[src/rtl/trap_pkg.sv]
// Shared types and constants for the trap sequencer: FSM states, interrupt
// cause values, pipeline interrupt codes and mtvec mode encodings.
package trap_pkg;

    typedef enum logic [2:0] {
        ST_IDLE   = 3'd0,
        ST_ARMED  = 3'd1,
        ST_TAKE   = 3'd2,
        ST_RET    = 3'd3,
        ST_SETTLE = 3'd4
    } trap_state_t;

    localparam logic [31:0] CAUSE_MEI = 32'h8000_000B;
    localparam logic [31:0] CAUSE_MTI = 32'h8000_0007;

    localparam logic [1:0] INT_NONE = 2'b00;
    localparam logic [1:0] INT_TRAP = 2'b01;
    localparam logic [1:0] INT_MRET = 2'b10;

    localparam logic [1:0] MTVEC_DIRECT   = 2'd0;
    localparam logic [1:0] MTVEC_VECTORED = 2'd1;

endpackage

[src/rtl/trap_vector_calc.sv]
// Combinational trap target: mtvec base, plus 4*cause code in vectored mode.
// Reserved modes 2/3 fall back to direct.
module trap_vector_calc
    import trap_pkg::*;
#(
    parameter int XLEN = 32
) (
    input  logic [XLEN-1:0] mtvec,
    input  logic [3:0]      cause_code,
    output logic [XLEN-1:0] target
);

    logic [XLEN-1:0] base;
    logic [XLEN-1:0] offset;

    always_comb begin
        base   = {mtvec[XLEN-1:2], 2'b00};
        offset = '0;
        if (mtvec[1:0] == MTVEC_VECTORED) begin
            offset = {{(XLEN-6){1'b0}}, cause_code, 2'b00};
        end
        target = base + offset;
    end

endmodule

[src/rtl/trap_sequencer.sv]
// Trap entry / mret return controller for the 3-stage RV32 pipeline.
// Qualifies interrupts, picks a safe stage-3 boundary, drives flush/redirect and CSR trap writes.
module trap_sequencer
    import trap_pkg::*;
#(
    parameter int XLEN       = 32,
    parameter int SETTLE_CYC = 1
) (
    input  logic            clk,
    input  logic            rst,
    input  logic            ext_irq,
    input  logic            timer_irq,
    input  logic            mstatus_mie,
    input  logic            mie_meie,
    input  logic            mie_mtie,
    input  logic [XLEN-1:0] mtvec,
    input  logic [XLEN-1:0] mepc,
    input  logic [XLEN-1:0] pc_m,
    input  logic            instr_valid_m,
    input  logic            br_taken_m,
    input  logic            is_mret_m,
    output logic [1:0]      interrupt,
    output logic            flush,
    output logic            redirect_valid,
    output logic [XLEN-1:0] redirect_pc,
    output logic            csr_trap_we,
    output logic [XLEN-1:0] mepc_wdata,
    output logic [XLEN-1:0] mcause_wdata,
    output logic            csr_mret_we
);

    localparam logic [1:0] SETTLE_LOAD = 2'(SETTLE_CYC - 1);

    trap_state_t     state;
    logic [1:0]      settle_cnt;

    logic            ext_hit;
    logic            tmr_hit;
    logic            pending;
    logic [3:0]      take_code;
    logic [XLEN-1:0] take_cause;
    logic [XLEN-1:0] vec_target;

    assign ext_hit    = ext_irq & mie_meie;
    assign tmr_hit    = timer_irq & mie_mtie;
    assign pending    = mstatus_mie & (ext_hit | tmr_hit);
    assign take_code  = ext_hit ? CAUSE_MEI[3:0] : CAUSE_MTI[3:0];
    assign take_cause = {1'b1, {(XLEN-5){1'b0}}, take_code};

    trap_vector_calc #(
        .XLEN(XLEN)
    ) u_vector_calc (
        .mtvec      (mtvec),
        .cause_code (take_code),
        .target     (vec_target)
    );

    // TAKE and RET are single-cycle pulses: the CSR file and PC mux accept
    // them unconditionally, so there is no ready/backpressure path.
    always_ff @(posedge clk or posedge rst) begin
        if (rst) begin
            state          <= ST_IDLE;
            settle_cnt     <= 2'd0;
            interrupt      <= INT_NONE;
            flush          <= 1'b0;
            redirect_valid <= 1'b0;
            redirect_pc    <= '0;
            csr_trap_we    <= 1'b0;
            csr_mret_we    <= 1'b0;
            mepc_wdata     <= '0;
            mcause_wdata   <= '0;
        end else begin
            interrupt      <= INT_NONE;
            flush          <= 1'b0;
            redirect_valid <= 1'b0;
            csr_trap_we    <= 1'b0;
            csr_mret_we    <= 1'b0;

            case (state)
                ST_IDLE: begin
                    if (is_mret_m) begin
                        state          <= ST_RET;
                        interrupt      <= INT_MRET;
                        flush          <= 1'b1;
                        redirect_valid <= 1'b1;
                        csr_mret_we    <= 1'b1;
                        redirect_pc    <= mepc;
                    end else if (pending) begin
                        state        <= ST_ARMED;
                        mcause_wdata <= take_cause;
                    end
                end

                ST_ARMED: begin
                    if (!pending) begin
                        state <= ST_IDLE;
                    end else if (is_mret_m) begin
                        state          <= ST_RET;
                        interrupt      <= INT_MRET;
                        flush          <= 1'b1;
                        redirect_valid <= 1'b1;
                        csr_mret_we    <= 1'b1;
                        redirect_pc    <= mepc;
                    end else if (instr_valid_m && !br_taken_m) begin
                        // Cause is re-sampled so a late higher-priority source wins.
                        state          <= ST_TAKE;
                        interrupt      <= INT_TRAP;
                        flush          <= 1'b1;
                        redirect_valid <= 1'b1;
                        csr_trap_we    <= 1'b1;
                        redirect_pc    <= vec_target;
                        mepc_wdata     <= pc_m;
                        mcause_wdata   <= take_cause;
                    end
                end

                ST_TAKE, ST_RET: begin
                    state      <= ST_SETTLE;
                    flush      <= 1'b1;
                    settle_cnt <= SETTLE_LOAD;
                end

                ST_SETTLE: begin
                    if (settle_cnt == 2'd0) begin
                        state <= ST_IDLE;
                    end else begin
                        settle_cnt <= settle_cnt - 2'd1;
                        flush      <= 1'b1;
                    end
                end

                default: begin
                    state <= ST_IDLE;
                end
            endcase
        end
    end

endmodule
[config.mk]
export PLATFORM = sky130hd
export DESIGN_NAME = trap_sequencer
export DESIGN_NICKNAME = d
export VERILOG_FILES = /design/src/rtl/trap_pkg.sv /design/src/rtl/trap_vector_calc.sv /design/src/rtl/trap_sequencer.sv
export SDC_FILE = /design/constraint.sdc
export NUM_CORES = 1
export LEC_CHECK = 0
export CORE_MARGIN = 2
export CORE_UTILIZATION = 44
export CTS_CLUSTER_SIZE = 30
export DETAILED_ROUTE_END_ITERATION = 8
export PLACE_DENSITY_LB_ADDON = 0.08
export SLEW_MARGIN = 20
export SYNTH_ARGS = -nofsm -noshare
export SYNTH_HDL_FRONTEND = slang
export SYNTH_SLANG_ARGS = --single-unit
[constraint.sdc]
create_clock -name clk -period 3.68 [get_ports clk]
set_input_delay 0.736 -clock clk [delete_from_list [all_inputs] [get_ports clk]]
set_output_delay 0.736 -clock clk [all_outputs]
set_load 0.005 [all_outputs]
==> results_dict.tcl, run 1 <==
set metrics [dict create \
    status "complete, no violations" \
    clk_transition_reported_paths_ns 0.08 \
    synth_fa_ha_area_share_pct 1.99 \
    worstSetupEndpointType "flop" \
    finalSetupTns_ns 0 \
    startpoint_type "primary input" \
    path_depth 11 \
    synth_compound_area_share_pct 11.8 \
    synth_ff_type "dfrtp_1" \
    core_mm2 0.00920 \
    dr_total_vias 3953 \
    grt_pass1_wl_um 18300 \
    post_cts_buffers 0 \
    critPathSlowestCell "a211oi_1" \
    cts_buffer_depth 2 \
    slowest_delay_ns 0.49 \
    muxShareOfSynthArea_pct 1.72 \
    avgSynthCellArea_um2 8.61 \
    peakVddDrop_mv 0.283 \
    ys_types 49 \
    placementRows 35 \
    period_minus_slack_ns 3.08 \
    finalMaxSlewViolations 0 \
    clock.fmax_ghz 0.325 \
    leakage_nw 2.71 \
    avgViaCountPerCell 5.11 \
    cts_resized 0 \
    cts.sinks 77 \
    drc 0 \
    drive_gt1_share_pct 5.14 \
    worstMarginPinSlew_ns 0.753 \
    antenna_found_initial 0 \
    first_pass_iters 5 \
    synth_common_cells "nand2_1 (138), dfrtp_1 (77), buf_4 (30)" \
    gp_congestion 0.802 \
    critical_path_buf_inv_count 3 \
    synth_area_mm2 0.00414 \
    dp_cells 757 \
    hold_depth 2 \
    r2r_cells 5 \
    arrival_ns 3.28 \
    synth_top_family_by_area "simple AND/OR/NAND/NOR gates" \
    seq_area_frac_synth_pct 46.5 \
    rsz0062_at_grt "no" \
    cts_buffers 9 \
    synth_seq_cells 77 \
    yosysMostFrequentCell "nand2_1" \
    portBuffers 180 \
    cts_tree "yes" \
    min_period_over_period_pct 83.6 \
    setup_violations 0 \
    die_w_um 101 \
    path_class "in2reg" \
    synthSimpleGateAreaFrac_pct 25.6 \
    grt_max_degree 41 \
    slew-limit-headroom_pct 49.8 \
    synth_area_leader_cell "dfrtp_1" \
    hold_violations 0 \
    fin_nets 769 \
    overflow 0 \
    wire_per_inst_um 15.2 \
    ys.warnings.count 0 \
    detail_route.wirelength_um 11700 \
    h-tree-depth 3 \
    die-area_mm2 0.0102 \
    skew_ns 0.0119 \
    synth.area.top_cells "dfrtp_1 (47%), nand2_1 (13%), buf_4 (5.4%)" \
    path_delay_family "simple AND/OR/NAND/NOR gates" \
    ioPinCount 208 \
    path_cells "clkdlybuf4s50_1 > nand2b_1 > inv_1 > ha_1 > inv_1 > fa_1 > nand2b_1 > a211oi_1 > nand4_1 > xnor2_1 > o211ai_1" \
    postRouteAntennaNets 0 \
    cap_violations 0 \
    grt_usage_pct 22.8 \
    hold_class "reg2reg" \
    synth-xor-area-share_pct 3.38 \
    area_delta_synth_final_pct 48.5 \
    hpwlAfterDp_um 8770 \
    p_per_area_mw_per_mm2 578 \
    drtIter0Drc 142 \
    path_max_fanout 4 \
    async_flop_share_pct 100 \
    n_antenna_cell 0 \
    grt_pass1_vias 3708 \
    ctsHoldBuffers 0 \
    layoutNonFillerInstCount 773 \
    die_height_um 101 \
    initial_core_util_pct 45.0 \
    clock_latency_ns 0.35 \
    synth_edf_count 0 \
    yosys.area.top_type_share_pct 46.5 \
    synth_cells 481 \
    required_ns 3.88 \
    cts-root-buf "clkbuf_8" \
]
-- layout make-up --
cell class	instances	area [um2]
fillers	816	3050
multi-input cells	365	1950
flip-flops and latches	77	1930
repair buffers	191	1880
clock buffers	11	141
well taps	111	139
clock inverters	5	58.8
inverters	13	50.0
-- worst reg2reg max path: stages, from the launching register on --
cell and delay, ns:
dfrtp_1 0.48, nor3_4 0.23, nand2_2 0.07, or3_1 0.59
or4_1 0.58, nand3_1 0.09
-- cells by family after synthesis --
family	after synthesis
AND/OR/NAND/NOR	233
flip-flops	77
AO/OA/AOI/OAI	76
buffers and inverters	65
XOR/XNOR	16
multiplexers	7
adder cells (fa/ha/maj)	6
other	1
-- report_power, final --
part           switching [W]  total, W  internal, W  leakage [nW]
combinational       0.000626   0.00152     0.000895          1.63
clock               0.000326  0.000660     0.000334        0.0959
sequential          0.000201   0.00137      0.00117         0.984
total                0.00115   0.00356      0.00240          2.71
-- per-layer routing --
metal	routed length, um	global-route usage (%)	vias to the layer above
met2	5660	37.8	144
met5	0	0	-
met3	804	4.79	19
li1	-	-	1930
met1	5000	29.7	1860
met4	251	7.69	0
-- metrics by stage --
step | instance area (um2) | setup slack, ns | hold WS (ns) | utilization, % | total power [W]
4_1_cts | 6150 | 0.649 | 0.473 | 66.9 | 0.00359
5_1_grt | 6150 | 0.456 | 0.494 | 66.9 | 0.00381
2_1_floorplan | 4240 | 0.711 | 0.462 | - | 0.00201
3_5_place_dp | 5950 | 0.337 | 0.455 | 64.7 | 0.00292
6_report | 6150 | 0.602 | 0.468 | 66.9 | 0.00356
3_3_place_gp | 5950 | 0.397 | 0.448 | 64.7 | 0.00288
-- path summary, 6_finish.rpt --
| check | from | to | slack (ns) |
|---|---|---|---|
| worst max-delay path | mtvec[1] | redirect_pc[20] | 0.60 |
| worst min-delay path | mepc_wdata[6] | mepc_wdata[6] | 0.47 |
| max in group asynchronous | rst | mepc_wdata[26] | 2.11 |
| worst min register to register | mepc_wdata[6] | mepc_wdata[6] | 0.47 |
| worst max register to register | state[2] | redirect_pc[28] | 1.57 |
| min in group asynchronous | rst | mepc_wdata[13] | 0.81 |
-- flip-flops by register name, indices dropped and copies added (netlist names) --
signal,flops
mcause_wdata,3
flush,1
state,3
csr_trap_we,1
settle_cnt,2
mepc_wdata,32
csr_mret_we,1
redirect_pc,32
interrupt,1
redirect_valid,1
-- layout by cell type, fill, tap and decap left out, drive strengths merged, types with 3 or more instances in the layout --
cell type,n
a211oi,5
dfrtp,77
nor3,10
xnor2,3
buf,11
and4,4
nand2b,4
clkdlybuf4s50,180
or4,4
mux2i,6
xor2,13
ha,5
a21oi,13
o21ai,22
nor4,4
o211ai,14
nand2,139
conb,27
nor2b,3
nand3,28
clkbuf,11
nor2,13
and2,6
a31oi,5
inv,12
clkinv,3
and3,5
nand4,8
Power figures use the tool's default switching activity.
==> run 2: changes to the inputs <==
--- a/config.mk
+++ b/config.mk
@@ -6,7 +6,7 @@
 export NUM_CORES = 1
 export LEC_CHECK = 0
 export CORE_MARGIN = 2
-export CORE_UTILIZATION = 44
+export CORE_UTILIZATION = 41
 export CTS_CLUSTER_SIZE = 30
 export DETAILED_ROUTE_END_ITERATION = 8
 export PLACE_DENSITY_LB_ADDON = 0.08
==> constraint.sdc (replaced) <==
create_clock -name clk -period 3.2 [get_ports clk]
set_input_delay 0.64 -clock clk [delete_from_list [all_inputs] [get_ports clk]]
set_output_delay 0.64 -clock clk [all_outputs]
set_load 0.005 [all_outputs]
==> results_dict.tcl, run 2 (same netlist as run 1, synthesis figures left out) <==
set metrics [dict create \
    status "complete, no violations" \
    first_pass_iters 4 \
    regArea_mm2 0.00193 \
    avgViaCountPerCell 5.00 \
    min_period_over_period_pct 89.3 \
    clock.fmax_ghz 0.350 \
    final_common_cell "clkdlybuf4s50_1" \
    die_w_um 105 \
    required_ns 3.42 \
    grt_pass1_wl_um 19500 \
    finalSetupTns_ns 0 \
    portBuffers 180 \
    cts_buffers 9 \
    hpwlAfterDp_um 8900 \
    hp-start "mepc_wdata[29]" \
    fill_cells 931 \
    rsz0062_at_grt "no" \
    drtIter0Drc 193 \
    layoutNonFillerInstCount 796 \
    detail_route.wirelength_um 11800 \
    cts_buffer_depth 2 \
    peakVddDrop_mv 0.328 \
    overflow 0 \
    p_per_area_mw_per_mm2 671 \
    cp-startpoint "mtvec[1]" \
    ioPinCount 208 \
    initial_core_util_pct 42.4 \
    skew_ns 0.0103 \
    drc 0 \
    dr_total_vias 3982 \
    clk_transition_reported_paths_ns 0.08 \
    period_minus_slack_ns 2.86 \
    cts-root-buf "clkbuf_8" \
    final_cell_mix "clkdlybuf4s50_1 (180), nand2_1 (138), dfrtp_1 (77)" \
    die-area_mm2 0.0109 \
    n_antenna_cell 0 \
    worstSetupEndpointType "flop" \
    setup_violations 0 \
    gp_congestion 0.793 \
    startpoint_type "primary input" \
    worstMarginPinSlew_ns 0.733 \
    h-tree-depth 3 \
    grt_usage_pct 22.1 \
    grt_pass1_vias 3942 \
    path_max_fanout 9 \
    placementRows 36 \
    die_height_um 105 \
    cts.sinks 77 \
    area_delta_synth_final_pct 50.3 \
    slew-limit-headroom_pct 51.1 \
    hold_violations 0 \
    cts_resized 0 \
    wire_per_inst_um 14.8 \
    finalMaxSlewViolations 0 \
    antenna_found_initial 0 \
    path_class "in2reg" \
    r2r-start "state[2]" \
    cap_violations 0 \
    drive_gt1_share_pct 5.43 \
    cts_tree "yes" \
    arrival_ns 3.08 \
    core_mm2 0.00977 \
    post_cts_buffers 0 \
    hold_class "reg2reg" \
    multi_input_area_mm2 0.00195 \
    reg_top3 "mepc_wdata x32, redirect_pc x32" \
    clock_latency_ns 0.35 \
    grt_max_degree 47 \
    fin_nets 770 \
    dp_cells 780 \
    leakage_nw 2.74 \
    postRouteAntennaNets 0 \
    ctsHoldBuffers 0 \
]
run 2: cell types whose count changed in the layout (fill, tap and decap cells not counted), sizes merged:
cell / change
clkbuf: -2
clkinvlp: -2
buf: +1
inv: +3
bufinv: +1
run 2: worst paths after layout:
kind	end	slack [ns]	cells past startpoint
min in group asynchronous	mepc_wdata[15]	0.65	2
worst max-delay path	redirect_pc[21]	0.34	10
max in group asynchronous	redirect_pc[9]	1.91	3
worst min-delay path	mepc_wdata[29]	0.47	2
worst max register to register	redirect_pc[26]	1.08	5
worst min register to register	mepc_wdata[29]	0.47	2
run 2: power breakdown:
part           leakage [nW]  switching, W  total, W  internal (W)
Clock                 0.118      0.000403  0.000858      0.000455
Sequential            0.984      0.000230   0.00158       0.00135
Combinational          1.64      0.000719   0.00174       0.00102
run 2: per-stage QoR:
stage	instance area, um2	power [W]	utilization [%]	setup WS, ns	hold slack (ns)
after floorplan	4240	0.00231	-	0.327	0.462
after global placement	6000	0.00331	61.3	0.108	0.449
after detailed placement	6000	0.00336	61.3	0.0146	0.455
after CTS	6220	0.00422	63.7	0.370	0.477
after global routing	6220	0.00446	63.7	0.193	0.500
final	6220	0.00418	63.7	0.342	0.470
run 2: final cells by class:
type	instances	area share [%]
Clock buffer	9	1.99
Clock inverter	7	1.69
Sequential cell	77	31.0
Tap cell	133	2.67
Inverter	13	0.804
Multi-Input combinational cell	365	31.3
Timing Repair Buffer	192	30.6
run 2: metal layers:
metal,GRT usage (%),wire length (um)
met3,5.83,942
met4,6.76,176
met2,36.9,5860
met1,28.2,4790
met5,0,0
run 2: worst max-delay path, stage by stage:
cell and delay, ns:
clkdlybuf4s50_1 0.40, nand2b_1 0.16, buf_4 0.15, a21oi_1 0.15, ha_1 0.30, and3_1 0.20, a22oi_1 0.60, nor4_1 0.11
nor3b_1 0.25, o21ai_0 0.13
==> run 3: changes to the inputs <==
--- a/config.mk
+++ b/config.mk
@@ -9,7 +9,7 @@
 export CORE_UTILIZATION = 41
 export CTS_CLUSTER_SIZE = 30
 export DETAILED_ROUTE_END_ITERATION = 8
-export PLACE_DENSITY_LB_ADDON = 0.08
+export PLACE_DENSITY = 0.82
 export SLEW_MARGIN = 20
 export SYNTH_ARGS = -nofsm -noshare
 export SYNTH_HDL_FRONTEND = slang
==> results_dict.tcl, run 3 (same netlist as run 1, synthesis figures left out) <==
set metrics [dict create \
    wire_per_inst_um 15.1 \
    portBuffers 180 \
    clock_latency_ns 0.35 \
    skew_ns 0.0124 \
    path_class "in2reg" \
    layoutNonFillerInstCount 796 \
    hold_ws_ns 0.466 \
    cts_tree "yes" \
    post_cts_buffers 0 \
    core_mm2 0.00977 \
    cp-startpoint "mtvec[1]" \
    clk_transition_reported_paths_ns 0.07 \
    clock.fmax_ghz 0.343 \
    min_period_over_period_pct 91.0 \
    die_height_um 105 \
    finalMaxSlewViolations 0 \
    dp_cells 781 \
    die_w_um 105 \
    hp-start "mepc_wdata[10]" \
    grt_usage_pct 22.4 \
    fin_nets 771 \
    p_per_area_mw_per_mm2 661 \
    first_pass_iters 4 \
    grt_pass1_wl_um 19700 \
    drtIter0Drc 225 \
    final_cell_area_mm2 0.00619 \
    required_ns 3.48 \
    gp_congestion 0.829 \
    cap_violations 0 \
    final_common_cell "clkdlybuf4s50_1" \
    postRouteAntennaNets 0 \
    worstMarginPinSlew_ns 0.700 \
    total_power_w 0.00409 \
    overflow 0 \
    slew-limit-headroom_pct 53.3 \
    worstSetupEndpointType "flop" \
    startpoint_type "primary input" \
    cts_buffers 9 \
    dr_total_vias 4044 \
    hpwlAfterDp_um 9240 \
    leakage_nw 2.73 \
    rsz0062_at_grt "no" \
    hold_violations 0 \
    postPlaceCellArea_mm2 0.00599 \
    path_max_fanout 6 \
    hold_class "reg2reg" \
    setup_violations 0 \
    antenna_found_initial 0 \
    drive_gt1_share_pct 5.43 \
    drc 0 \
    grt_pass1_vias 3971 \
    cts-root-buf "clkbuf_8" \
    arrival_ns 3.19 \
    reg_top3 "mepc_wdata x32, redirect_pc x32" \
    n_antenna_cell 0 \
    final_cell_mix "clkdlybuf4s50_1 (180), nand2_1 (138), dfrtp_1 (77)" \
    die-area_mm2 0.0109 \
    r2r_cells 5 \
    placementRows 36 \
    h-tree-depth 3 \
    detail_route.wirelength_um 12100 \
    avgViaCountPerCell 5.08 \
    period_minus_slack_ns 2.91 \
    ctsHoldBuffers 0 \
    status "complete, no violations" \
    cts_buffer_depth 2 \
    ioPinCount 208 \
    grt_max_degree 41 \
    initial_core_util_pct 42.4 \
    cts_resized 0 \
    cts.sinks 77 \
    hold_depth 2 \
    r2r-start "state[2]" \
    area_delta_synth_final_pct 49.5 \
    peakVddDrop_mv 0.294 \
]
-- run 3: path summary, 6_finish.rpt --
path / to / slack [ns]
max: redirect_pc[26] / 0.29
min: mepc_wdata[10] / 0.47
max reg2reg: redirect_pc[26] / 1.07
min reg2reg: mepc_wdata[10] / 0.47
max in group asynchronous: redirect_pc[5] / 1.75
min in group asynchronous: redirect_pc[16] / 0.71
-- run 3: worst max-delay path: stages --
cell,delay (ns)
clkdlybuf4s50_1,0.38
nand2b_1,0.22
inv_1,0.12
ha_1,0.18
inv_1,0.06
fa_1,0.39
nand2b_1,0.20
a21oi_1,0.19
nand3_1,0.19
or4_1,0.50
nand3_1,0.10
-- run 3: final cells by class --
type	count	area (um2)
clock buffers	11	151
clock inverters	4	47.5
fillers	848	3580
inverters	13	50.0
multi-input cells	365	1950
flip-flops and latches	77	1930
well taps	133	166
repair buffers	193	1900
-- run 3: stage by stage --
stage	util, %	TNS [ns]	setup slack, ns
3_5_place_dp	61.3	-0.0523	-0.0279
4_1_cts	63.3	0	0.311
3_3_place_gp	61.3	0	0.0432
2_1_floorplan	-	0	0.327
6_report	63.3	0	0.286
5_1_grt	63.3	0	0.0254
-- run 3: layer usage --
metal	part of all wire, %	GRT usage, %	up-vias
li1	-	-	1939
met1	41	28.6	1897
met2	48	36.5	185
met3	8.5	5.26	23
met4	2.5	9.65	0
met5	0	0	-
-- run 3: where the power goes --
part	internal [W]	leakage, nW	switching [W]	total (W)
logic	0.00102	1.64	0.000724	0.00175
registers	0.00135	0.984	0.000237	0.00159
clock network	0.000396	0.101	0.000357	0.000754
total	0.00277	2.73	0.00132	0.00409
